`config.mk`:
```
export PLATFORM = sky130hd
export DESIGN_NAME = alu_writeback
export DESIGN_NICKNAME = d
export VERILOG_FILES = /design/src/rtl/alu_writeback.sv
export SDC_FILE = /design/constraint.sdc
export NUM_CORES = 1
export LEC_CHECK = 0
export ABC_CLOCK_PERIOD_IN_PS = 3500
export CAP_MARGIN = 15
export CORE_ASPECT_RATIO = 0.9
export CORE_MARGIN = 3
export CORE_UTILIZATION = 59
export CTS_BUF_LIST = sky130_fd_sc_hd__clkbuf_4 sky130_fd_sc_hd__clkbuf_8
export CTS_CLUSTER_SIZE = 30
export DETAILED_ROUTE_END_ITERATION = 8
export GPL_ROUTABILITY_DRIVEN = 0
export MAX_ROUTING_LAYER = met4
export PLACE_DENSITY_LB_ADDON = 0.15
export SLEW_MARGIN = 0
export SYNTH_ARGS = -nofsm -noshare
export SYNTH_HDL_FRONTEND = slang
export SYNTH_SLANG_ARGS = --single-unit
```
`constraint.sdc`:
```
create_clock -name clk -period 3.5 [get_ports clk]
set_input_delay 0.35 -clock clk [delete_from_list [all_inputs] [get_ports clk]]
set_output_delay 0.35 -clock clk [all_outputs]
set_load 0.01 [all_outputs]
```
`src/rtl/alu_writeback.sv`:
```
// ALU writeback stage: captures one ALU bundle, commits it to an 8-bit register file and SREG.
// Optional ALU_WB_BYPASS_EN forwards pending write data onto the read ports.
module alu_writeback #(
    parameter int unsigned NUM_REGS = 8,
    parameter int unsigned ADDR_W   = 3
) (
    input  logic              clk,
    input  logic              reset,
    input  logic              in_valid,
    output logic              in_ready,
    input  logic [3:0]        in_fsl,
    input  logic [ADDR_W-1:0] in_dest,
    input  logic [7:0]        in_result,
    input  logic [7:0]        in_mul_high,
    input  logic [3:0]        in_sreg,
    input  logic [ADDR_W-1:0] rd_addr_a,
    output logic [7:0]        rd_data_a,
    input  logic [ADDR_W-1:0] rd_addr_b,
    output logic [7:0]        rd_data_b,
    output logic [3:0]        sreg_q,
    output logic              busy,
    output logic              wb_done
);

    localparam logic [3:0] FslMul = 4'b1110;
    localparam logic [3:0] FslCmp = 4'b1111;

    typedef enum logic [1:0] {StIdle, StWriteLo, StWriteHi} state_e;

    state_e            state_q;
    logic [3:0]        fsl_q;
    logic [ADDR_W-1:0] dest_q;
    logic [7:0]        result_q;
    logic [7:0]        mul_high_q;
    logic [3:0]        sreg_held_q;
    logic [7:0]        regs_q [NUM_REGS];
    logic [ADDR_W-1:0] dest_hi;

    // NUM_REGS is a power of two, so the natural ADDR_W overflow gives the wrap to r0.
    assign dest_hi  = dest_q + ADDR_W'(1);
    assign in_ready = (state_q == StIdle);
    assign busy     = (state_q != StIdle);

    always_ff @(posedge clk or posedge reset) begin
        if (reset) begin
            state_q     <= StIdle;
            fsl_q       <= 4'h0;
            dest_q      <= '0;
            result_q    <= 8'h00;
            mul_high_q  <= 8'h00;
            sreg_held_q <= 4'h0;
            sreg_q      <= 4'h0;
            wb_done     <= 1'b0;
            for (int unsigned i = 0; i < NUM_REGS; i++) begin
                regs_q[i] <= 8'h00;
            end
        end else begin
            wb_done <= 1'b0;
            unique case (state_q)
                StIdle: begin
                    if (in_valid) begin
                        fsl_q       <= in_fsl;
                        dest_q      <= in_dest;
                        result_q    <= in_result;
                        mul_high_q  <= in_mul_high;
                        sreg_held_q <= in_sreg;
                        state_q     <= StWriteLo;
                    end
                end
                StWriteLo: begin
                    sreg_q <= sreg_held_q;
                    if (fsl_q != FslCmp) begin
                        regs_q[dest_q] <= result_q;
                    end
                    if (fsl_q == FslMul) begin
                        state_q <= StWriteHi;
                    end else begin
                        state_q <= StIdle;
                        wb_done <= 1'b1;
                    end
                end
                StWriteHi: begin
                    regs_q[dest_hi] <= mul_high_q;
                    state_q         <= StIdle;
                    wb_done         <= 1'b1;
                end
                default: state_q <= StIdle;
            endcase
        end
    end

`ifdef ALU_WB_BYPASS_EN
    logic lo_pending;
    logic hi_pending;

    // COMPARE never writes the array, so it has nothing to forward.
    assign lo_pending = (state_q == StWriteLo) && (fsl_q != FslCmp);
    assign hi_pending = (state_q == StWriteHi);

    always_comb begin
        rd_data_a = regs_q[rd_addr_a];
        if (lo_pending && (rd_addr_a == dest_q)) begin
            rd_data_a = result_q;
        end else if (hi_pending && (rd_addr_a == dest_hi)) begin
            rd_data_a = mul_high_q;
        end
    end

    always_comb begin
        rd_data_b = regs_q[rd_addr_b];
        if (lo_pending && (rd_addr_b == dest_q)) begin
            rd_data_b = result_q;
        end else if (hi_pending && (rd_addr_b == dest_hi)) begin
            rd_data_b = mul_high_q;
        end
    end
`else
    assign rd_data_a = regs_q[rd_addr_a];
    assign rd_data_b = regs_q[rd_addr_b];
`endif

endmodule

```
==> flow_metrics.tcl <==
set metrics [dict create \
    ant_nets 0 \
    p_comb_share_pct 44.2 \
    grt_setup_unrepaired "false" \
    num_vias 4162 \
    ys_types 30 \
    synth_ff_type "dfrtp_1" \
    slew_violations 0 \
    cts.path.max_buffers 2 \
    p_sw_mw 2.14 \
    grtUsageMet3_pct 6.68 \
    drt-total-wl_um 14700 \
    fin_crit_sh_pct 80.2 \
    viasPerCell 7.19 \
    coreArea_um2 9250 \
    io_buffers 58 \
    yosys.area.top_type "dfrtp_1" \
    r2r_cells 5 \
    cts-htree-levels 3 \
    crit_type "primary input to output pin" \
    antenna_found_initial 0 \
    cts_buffers 9 \
    yosys_register_bits 98 \
    die_h_um 99.1 \
    power_density_nw_per_um2 839 \
    swShare_pct 38.7 \
    die_area_um2 10900 \
    setup-tns-final_ns 0 \
    tightest_slew_ns 0.983 \
    grt_use_met1_pct 39.1 \
    top_usage_layer "met2" \
    synthesis.area_um2 5690 \
    dieWidth_um 109 \
    arrival_ns 2.46 \
    grt_pass1_wl_um 23400 \
    yosysWarnings 0 \
    rows 33 \
    cts_num_sinks 98 \
    skew_ns 0.0102 \
    cap_violations 0 \
    fin_util_pct 71.3 \
    crit_path_max_fanout 16 \
    finalPower_mw 5.54 \
    postCtsSetupRepairBufs 0 \
    r2r_setup_slack_ns 0.93 \
    cts_root_buffer "clkbuf_8" \
    drt_iter0_drc 356 \
    leakage_nw 2.74 \
    async_flop_share_pct 100 \
    synthesis.nets 454 \
    clock_latency_ns 0.38 \
    pwr-share-clk_pct 15.1 \
    synth_edf_count 0 \
    synthCells 413 \
    final_common_cell "mux2_2" \
    cp-start-kind "primary input" \
    layout_min_cycle_time_ns 2.81 \
    first_global_vias 4250 \
    endpoint_kind "output pin" \
    ys_top_cells_by_area "dfrtp_1 (43%), mux2_2 (22%), mux4_2 (13%)" \
    dpl.hpwl_um 9910 \
    max_freq_mhz 356 \
    setup_viol 0 \
    hold_class "primary input to async pin" \
    grt_use_met2_pct 46.2 \
    ios 59 \
    nets 493 \
    cts_tree "built" \
    initial_utilization_pct 61.5 \
    clk_pin_slew_worst_paths_ns 0.10 \
    overflow 0 \
    r2r-start "dest_q[0]$_DFFE_PP0P_" \
    avgSynthCellArea_um2 13.8 \
    cp.required_ns 3.15 \
    drc 0 \
    n_antenna_cell 0 \
    seqPwrFrac_pct 40.7 \
    area.growth.synth_to_final_pct 16.0 \
    grt_max_degree 49 \
    drive_gt1_share_pct 41.4 \
    worst_hold_slack_ns 0.430 \
    mostFrequentLayoutCells "mux2_2 (111), dfrtp_1 (98), a32o_1 (64), clkdlybuf4s50_1 (58), mux4_2 (32)" \
    finalHoldViolations 0 \
    post_drt_wl_per_cell_um 25.4 \
    synth_seq_area_share_pct 43.1 \
    cts_hold_buffers 0 \
    nFillCells 654 \
    grt_usage_pct 29.8 \
    first_pass_iters 5 \
    ir_drop_uv 642 \
    cell_internal_pwr_mw 3.40 \
    reg2reg_to "regs_q[34]$_DFFE_PP0P_" \
    relSlewSlack_pct 34.2 \
    cts_resized 0 \
    outcome "finished clean" \
    yosysTopAreaCellShare_pct 43.1 \
]
## worst max path at each step
stage / slack [ns] / start / endpoint
after floorplan: 0.59 / reset / dest_q[0]$_DFFE_PP0P_
after global placement: 0.70 / rd_addr_a[0] / rd_data_a[2]
after detailed placement: 0.68 / rd_addr_b[0] / rd_data_b[3]
after CTS: 0.68 / rd_addr_b[0] / rd_data_b[3]
after global routing: 0.61 / rd_addr_b[0] / rd_data_b[5]
final: 0.69 / rd_addr_b[0] / rd_data_b[0]
## registers in the layout, summed over array words and instances (netlist names)
register     cells
sreg_held_q      4
fsl_q            4
result_q         8
regs_q          64
dest_q           3
wb_done          1
mul_high_q       8
sreg_q           4
state_q          2
## cells by family (layout without fill, tap and decap cells)
family,Yosys count,after routing,synth area share [%]
muxes,143,143,34.7
xor gates and xnor gates,2,2,0.308
and+or+nand+nor,36,36,3.26
DFF,98,98,43.1
buffers and inverters,52,96,3.63
adders and majority gates,5,5,1.10
AOI/OAI and AO/OA,77,77,13.9
## critical path, stage by stage
cell	delay (ns)
clkdlybuf4s50_1	0.46
buf_4	0.31
mux4_2	0.55
mux2_2	0.29
clkdlybuf4s50_1	0.49
## layer usage
metal / up-vias / wire length [um]
li1: 1727 / -
met3: 35 / 1210
met4: 0 / 323
met5: - / 0
met2: 222 / 7280
met1: 2178 / 5900
## power groups by stage
stage | clock (mW) | combinational [mW] | sequential, mW
global route | 0.908 | 2.62 | 2.31
global placement | 0 | 2.37 | 2.20
finish | 0.835 | 2.45 | 2.25
floorplan | 0 | 1.96 | 1.87
CTS | 0.850 | 2.44 | 2.23
detailed placement | 0 | 2.43 | 2.25
## synthesized netlist by cell type, types with 3 or more instances
cell type / number
mux2_2: 111
dfrtp_1: 98
a32o_1: 64
mux4_2: 32
clkbuf_1: 22
buf_1: 19
nand2_1: 9
buf_2: 6
ha_1: 5
a21oi_4: 4
inv_1: 4
nor2_1: 4
nor2b_1: 4
nor3_1: 4
or3_1: 4
nor2_2: 3
## final cells by class
class / count / area, um2 / area share [%]
multi-input combinational: 263 / 3030 / 46.0
sequential: 98 / 2450 / 37.2
timing repair buffer: 76 / 716 / 10.8
tap: 122 / 153 / 2.31
clock buffer: 9 / 124 / 1.88
clock inverter: 7 / 104 / 1.57
inverter: 4 / 16.3 / 0.247
## per-stage QoR
step / cells / cell area [um2] / worst slack (ns)
floorplan: 413 / 5690 / 0.588
global placement: 563 / 6370 / 0.701
detailed placement: 563 / 6370 / 0.680
CTS: 579 / 6600 / 0.678
global route: 579 / 6600 / 0.613
finish: 579 / 6600 / 0.693
Power figures use the tool's default switching activity.
